===== config.mk =====
export PLATFORM = sky130hd
export DESIGN_NAME = hazard_ctrl
export DESIGN_NICKNAME = d
export VERILOG_FILES = /design/src/rtl/hazard_ctrl.sv
export SDC_FILE = /design/constraint.sdc
export NUM_CORES = 1
export LEC_CHECK = 0
export ABC_AREA = 0
export CAP_MARGIN = 15
export CORE_UTILIZATION = 28
export CTS_CLUSTER_DIAMETER = 60
export CTS_CLUSTER_SIZE = 14
export DETAILED_ROUTE_END_ITERATION = 12
export PLACE_DENSITY = 0.82
export SYNTH_ARGS = -nofsm -noshare
export SYNTH_HDL_FRONTEND = slang
export SYNTH_SLANG_ARGS = --single-unit

===== constraint.sdc =====
create_clock -name clk -period 3.5 [get_ports clk]
set_input_delay 1.05 -clock clk [delete_from_list [all_inputs] [get_ports clk]]
set_output_delay 1.05 -clock clk [all_outputs]
set_load 0.1 [all_outputs]

===== src/rtl/hazard_ctrl.sv =====
// Pipeline hazard controller: freezes the pipe on outstanding data-memory
// accesses, bubbles the front end after a taken redirect, and stalls one
// cycle on a load-use dependency. Priority: reset > mem hazard > redirect > load-use.
// Optional performance counters are built when HAZARD_PERF_EN is defined;
// otherwise stall_cnt and flush_cnt are tied to zero.
module hazard_ctrl #(
    parameter int unsigned IW        = 32,
    parameter int unsigned RFW       = 5,
    parameter logic [7:0]  TIMEOUT   = 8'd255,
    parameter int unsigned FLUSH_LEN = 2
) (
    input  logic          clk,
    input  logic          rst,
    input  logic [IW-1:0] idinst,
    input  logic [IW-1:0] exeinst,
    input  logic [IW-1:0] meminst,
    input  logic          br_taken,
    input  logic          mem_ready,
    output logic          pc_en,
    output logic          ifid_en,
    output logic          idex_en,
    output logic          exmem_en,
    output logic          ifid_flush,
    output logic          idex_flush,
    output logic          memwb_flush,
    output logic          mem_err,
    output logic [31:0]   stall_cnt,
    output logic [31:0]   flush_cnt
);

    localparam int unsigned OPW = 5;
    localparam int unsigned WCW = 8;
    localparam int unsigned FCW = 2;

    localparam logic [OPW-1:0] OPC_LOAD   = 5'b00000;
    localparam logic [OPW-1:0] OPC_STORE  = 5'b01000;
    localparam logic [OPW-1:0] OPC_OP     = 5'b01100;
    localparam logic [OPW-1:0] OPC_BRANCH = 5'b11000;
    localparam logic [OPW-1:0] OPC_JAL    = 5'b11011;

    localparam logic [FCW-1:0] FLUSH_INIT = FCW'(FLUSH_LEN - 1);

    typedef enum logic [1:0] {
        ST_RUN,
        ST_MEM_WAIT,
        ST_FLUSH
    } state_t;

    state_t         state, state_nxt;
    logic [WCW-1:0] wait_cnt, wait_cnt_nxt;
    logic [FCW-1:0] flush_left, flush_left_nxt;
    logic           flush_pend, flush_pend_nxt;

    logic           redirect_c;
    logic           freeze_c;
    logic           do_run_c;
    logic           do_flush_c;
    logic           mem_hazard_c;
    logic           load_use_c;
    logic           unused_inst;

    // Instruction field decode
    logic [OPW-1:0] id_opc, exe_opc, mem_opc;
    logic [RFW-1:0] rd_exe, rs1_id, rs2_id;

    assign id_opc  = idinst[6:2];
    assign exe_opc = exeinst[6:2];
    assign mem_opc = meminst[6:2];
    assign rd_exe  = exeinst[7 +: RFW];
    assign rs1_id  = idinst[15 +: RFW];
    assign rs2_id  = idinst[20 +: RFW];

    // Only a subset of instruction bits matters here
    assign unused_inst = ^{idinst, exeinst, meminst};

    // Memory access in MEM that has not completed this cycle
    assign mem_hazard_c = ((mem_opc == OPC_LOAD) || (mem_opc == OPC_STORE)) && !mem_ready;

    // Load in EXE whose destination feeds a real source operand of the ID instruction
    assign load_use_c = (exe_opc == OPC_LOAD) && (rd_exe != '0) &&
                        (((rd_exe == rs1_id) && (id_opc != OPC_JAL)) ||
                         ((rd_exe == rs2_id) && ((id_opc == OPC_OP) ||
                                                 (id_opc == OPC_BRANCH) ||
                                                 (id_opc == OPC_STORE))));

    // State and counter registers
    always_ff @(posedge clk) begin
        if (rst) begin
            state      <= ST_RUN;
            wait_cnt   <= '0;
            flush_left <= '0;
            flush_pend <= 1'b0;
        end else begin
            state      <= state_nxt;
            wait_cnt   <= wait_cnt_nxt;
            flush_left <= flush_left_nxt;
            flush_pend <= flush_pend_nxt;
        end
    end

    // Next-state and pipeline control decode
    always_comb begin
        state_nxt      = state;
        wait_cnt_nxt   = wait_cnt;
        flush_left_nxt = flush_left;
        flush_pend_nxt = flush_pend;
        pc_en          = 1'b1;
        ifid_en        = 1'b1;
        idex_en        = 1'b1;
        exmem_en       = 1'b1;
        ifid_flush     = 1'b0;
        idex_flush     = 1'b0;
        memwb_flush    = 1'b0;
        mem_err        = 1'b0;
        redirect_c     = 1'b0;
        freeze_c       = 1'b0;
        do_run_c       = 1'b0;
        do_flush_c     = 1'b0;

        unique case (state)
            ST_RUN:   do_run_c = 1'b1;
            ST_FLUSH: do_flush_c = 1'b1;
            ST_MEM_WAIT: begin
                if (mem_ready) begin
                    // Release cycle behaves as whichever mode the wait interrupted
                    do_run_c   = ~flush_pend;
                    do_flush_c = flush_pend;
                end else if (wait_cnt == TIMEOUT) begin
                    mem_err        = 1'b1;
                    memwb_flush    = 1'b1;
                    flush_pend_nxt = 1'b0;
                    state_nxt      = flush_pend ? ST_FLUSH : ST_RUN;
                end else begin
                    freeze_c     = 1'b1;
                    wait_cnt_nxt = wait_cnt + WCW'(1);
                end
            end
            default: state_nxt = ST_RUN;
        endcase

        if (do_run_c) begin
            flush_pend_nxt = 1'b0;
            if (mem_hazard_c) begin
                freeze_c     = 1'b1;
                wait_cnt_nxt = '0;
                state_nxt    = ST_MEM_WAIT;
            end else if (br_taken) begin
                ifid_flush     = 1'b1;
                idex_flush     = 1'b1;
                redirect_c     = 1'b1;
                flush_left_nxt = FLUSH_INIT;
                state_nxt      = ST_FLUSH;
            end else begin
                state_nxt = ST_RUN;
                if (load_use_c) begin
                    pc_en      = 1'b0;
                    ifid_en    = 1'b0;
                    idex_flush = 1'b1;
                end
            end
        end

        if (do_flush_c) begin
            if (mem_hazard_c) begin
                // Remaining flush count is held until the wait resolves
                freeze_c       = 1'b1;
                wait_cnt_nxt   = '0;
                flush_pend_nxt = 1'b1;
                state_nxt      = ST_MEM_WAIT;
            end else begin
                ifid_flush     = 1'b1;
                flush_pend_nxt = 1'b0;
                if (flush_left == '0) begin
                    state_nxt = ST_RUN;
                end else begin
                    flush_left_nxt = flush_left - FCW'(1);
                    state_nxt      = ST_FLUSH;
                end
            end
        end

        if (freeze_c) begin
            pc_en       = 1'b0;
            ifid_en     = 1'b0;
            idex_en     = 1'b0;
            exmem_en    = 1'b0;
            memwb_flush = 1'b1;
        end

        if (rst) begin
            state_nxt      = ST_RUN;
            wait_cnt_nxt   = '0;
            flush_left_nxt = '0;
            flush_pend_nxt = 1'b0;
            pc_en          = 1'b0;
            ifid_en        = 1'b0;
            idex_en        = 1'b0;
            exmem_en       = 1'b0;
            ifid_flush     = 1'b1;
            idex_flush     = 1'b1;
            memwb_flush    = 1'b1;
            mem_err        = 1'b0;
            redirect_c     = 1'b0;
        end
    end

`ifdef HAZARD_PERF_EN
    logic [31:0] stall_q;
    logic [31:0] flush_q;

    // Stall and redirect event counters, free-running with wrap
    always_ff @(posedge clk) begin
        if (rst) begin
            stall_q <= '0;
            flush_q <= '0;
        end else begin
            if (!pc_en) begin
                stall_q <= stall_q + 32'd1;
            end
            if (redirect_c) begin
                flush_q <= flush_q + 32'd1;
            end
        end
    end

    assign stall_cnt = stall_q;
    assign flush_cnt = flush_q;
`else
    assign stall_cnt = '0;
    assign flush_cnt = '0;
`endif

endmodule


==> run metrics <==
status complete, but fails checks; failing checks setup timing; flop2flop setup slack roughly 1.6 ns; Ant. Diodes 0; Setup WS post-layout -0.0207 ns; row count 26; Peak supply drop around 140 uV; Reg-to-Reg End flush_left[0]$_SDFF_PP0_; first-pass GRT wire length slightly above 5 mm; total CTS buffers 3; max-slew violation count 0; clk_skew ~0.0036 ns; # DRC 0; Hold Crit Class reg2reg; CP arrival around 2.5 ns; Post-Syn Area around 0.0015 mm2; Critical Path RT roughly 2.5 ns; unrepaired setup endpoints after global routing true; Worst setup SP type primary input; leakage 0.00105 uW; Worst Min Path Start flush_left[1]$_SDFF_PP0_; Buffers on Ports 40; fillers about 500; RR Startpoint state[1]$_SDFFE_PP0P_; Tcrit/Tclk final 101%; Num Clock Sinks 13; Initial Utilization ~30%; largest net degree at the start of global routing 9; CTS HTree Levels 1; gr usage total between 10% and 20%; die area ~0.0058 mm2; clk slew on worst S/H paths roughly 0.060 ns; Vias about 1.3k; drt first pass iters 4; ratio of cells with drive above 1 in the final layout 29.3%; hold_buf cts 0; antenna violations before repair 0; RD Place Congestion 0.826; deepest clock path buffer count 2; vias in the first global route between 1k and 1.5k; Final Hold Fails 0; Main synth FF type dfxtp_1; io pins 172; yosys warns 0; final setup violation count 2; Die Height ~76 um; total gr overflow 0; Place WS -0.432 ns; hold slack ~0.46 ns; crit end category output port; Worst Hold End flush_left[1]$_SDFF_PP0_; commonest non-fill, non-tap cell in the layout conb_1; R2R depth 9; most frequent cells in the layout 64 x conb_1, 17 x buf_4, 13 x dfxtp_1, 11 x nor2_1, 11 x dlygate4sd2_1; detailed placer's ending HPWL ~2.7 mm; Peak Freq 284 MHz; nets@finish about 360; die extent in x 76.0 um; Synth Register Bits 13; Core ar. ~0.0052 mm2; P per Cell Area 381 mW/mm2; Syn Area/Cell ~8 um2; Yosys cell types 45; number of flops mapped to enable cells by yosys 0; critical path class in2out; routed length per instance between 10 and 15 um; critical path fanouts, max 2; MaxCap Viol Count 0; Routed Antenna Nets 0; CTS tree yes; Tmin final roughly 3.5 ns; drt total wl roughly 3.2 mm; Area Overhead vs Synth 42.5%; Seq/Total Area, Yosys between 10% and 20%; hold-critical path depth 2; Avg Vias per Cell 4.18; Root Driver clkbuf_8; Gate Count Post-Synth between 150 and 200; insertion delay of the later-clocked pin in the worst-skew pair approximately 0.24 ns; Iteration-0 DRC Markers 17; share of flip-flops with an asynchronous set or reset 0%
## metal layers
metal | GRT usage (%) | vias up | wire, um
met3 | 3.01 | 6 | 287
met4 | 3.46 | 0 | 64
li1 | - | 636 | -
met1 | 10.6 | 599 | 1170
met5 | 0 | - | 0
met2 | 22.3 | 91 | 1720
## worst max-delay path, stage by stage
cell,delay [ns]
buf_6,0.09
or4_4,0.53
o211ai_1,0.20
nor3_2,0.09
o21ai_2,0.09
o211a_4,0.23
buf_12,0.18
## logic make-up (layout without fill, tap and decap cells)
group / Yosys count / count (layout) / share of synthesized area [%]
compound gates: 26 / 26 / 14.9
xor+xnor: 14 / 14 / 8.01
fa+ha+maj: 5 / 5 / 4.08
buf+inv: 72 / 67 / 34.3
flops: 13 / 13 / 17.0
mux: 1 / 1 / 0.654
other cells: 1 / 64 / 0.245
simple gates: 59 / 59 / 20.8
## report_power, final
group | switching [uW] | internal [uW] | total, uW
Sequential | 3.78 | 152 | 156
Combinational | 428 | 114 | 542
Clock | 55.2 | 78.6 | 134
Total | 487 | 345 | 832
## synthesized netlist by cell type, types with 2 or more instances
master,n,area [um2]
xnor2_1,7,61.3
o21ai_0,4,20.0
o211a_1,2,20.0
nand4_1,2,12.5
or3_1,3,18.8
buf_4,66,495
nand3_1,4,20.0
ha_1,5,62.6
nand2b_1,2,12.5
a21oi_1,3,15.0
xor2_1,7,61.3
a211oi_1,4,30.0
nor4_1,3,18.8
dfxtp_1,13,260
nor2b_1,2,12.5
inv_1,4,15.0
nor3_1,6,30.0
nor2_1,16,60.1
and3_1,2,12.5
nand2_1,11,41.3
## cell type report
class	count	area, um2	area share (%)
Timing Repair Buffer	59	629	28.8
Clock buffer	3	41.3	1.89
Sequential cell	13	260	11.9
Tap cell	70	87.6	4.01
Clock inverter	1	5.00	0.229
Inverter	4	15.0	0.688
Multi-Input combinational cell	169	1140	52.4
## repair_timing
item                                   CTS  global route
resized for setup                       44            34
pin swaps                               22            22
setup endpoints to repair                7             7
buffers inserted                         2             0
endpoints found under the hold margin    0             0
## per-stage QoR
stage	instance area [um2]	power (uW)	utilization, %	TNS (ns)	cells
2_1_floorplan	1820	645	-	-0.310	254
3_3_place_gp	1990	682	38.5	-2.41	314
3_5_place_dp	1990	687	38.5	-2.62	314
4_1_cts	2070	823	39.9	-0.124	320
5_1_grt	2180	860	42.2	-0.103	319
6_report	2180	832	42.2	-0.0400	319
## flip-flops by register name (all words and copies together), names as in the netlist
name / count
state: 2
wait_cnt: 8
flush_left: 2
flush_pend: 1
## how the worst max path moves through the flow
stage,from,cells past startpoint,end
2_1_floorplan,mem_ready,7,idex_en
3_3_place_gp,exeinst[8],7,pc_en
3_5_place_dp,exeinst[8],7,pc_en
4_1_cts,exeinst[11],7,pc_en
5_1_grt,exeinst[8],8,pc_en
6_report,exeinst[11],7,pc_en
Power figures use the tool's default switching activity.
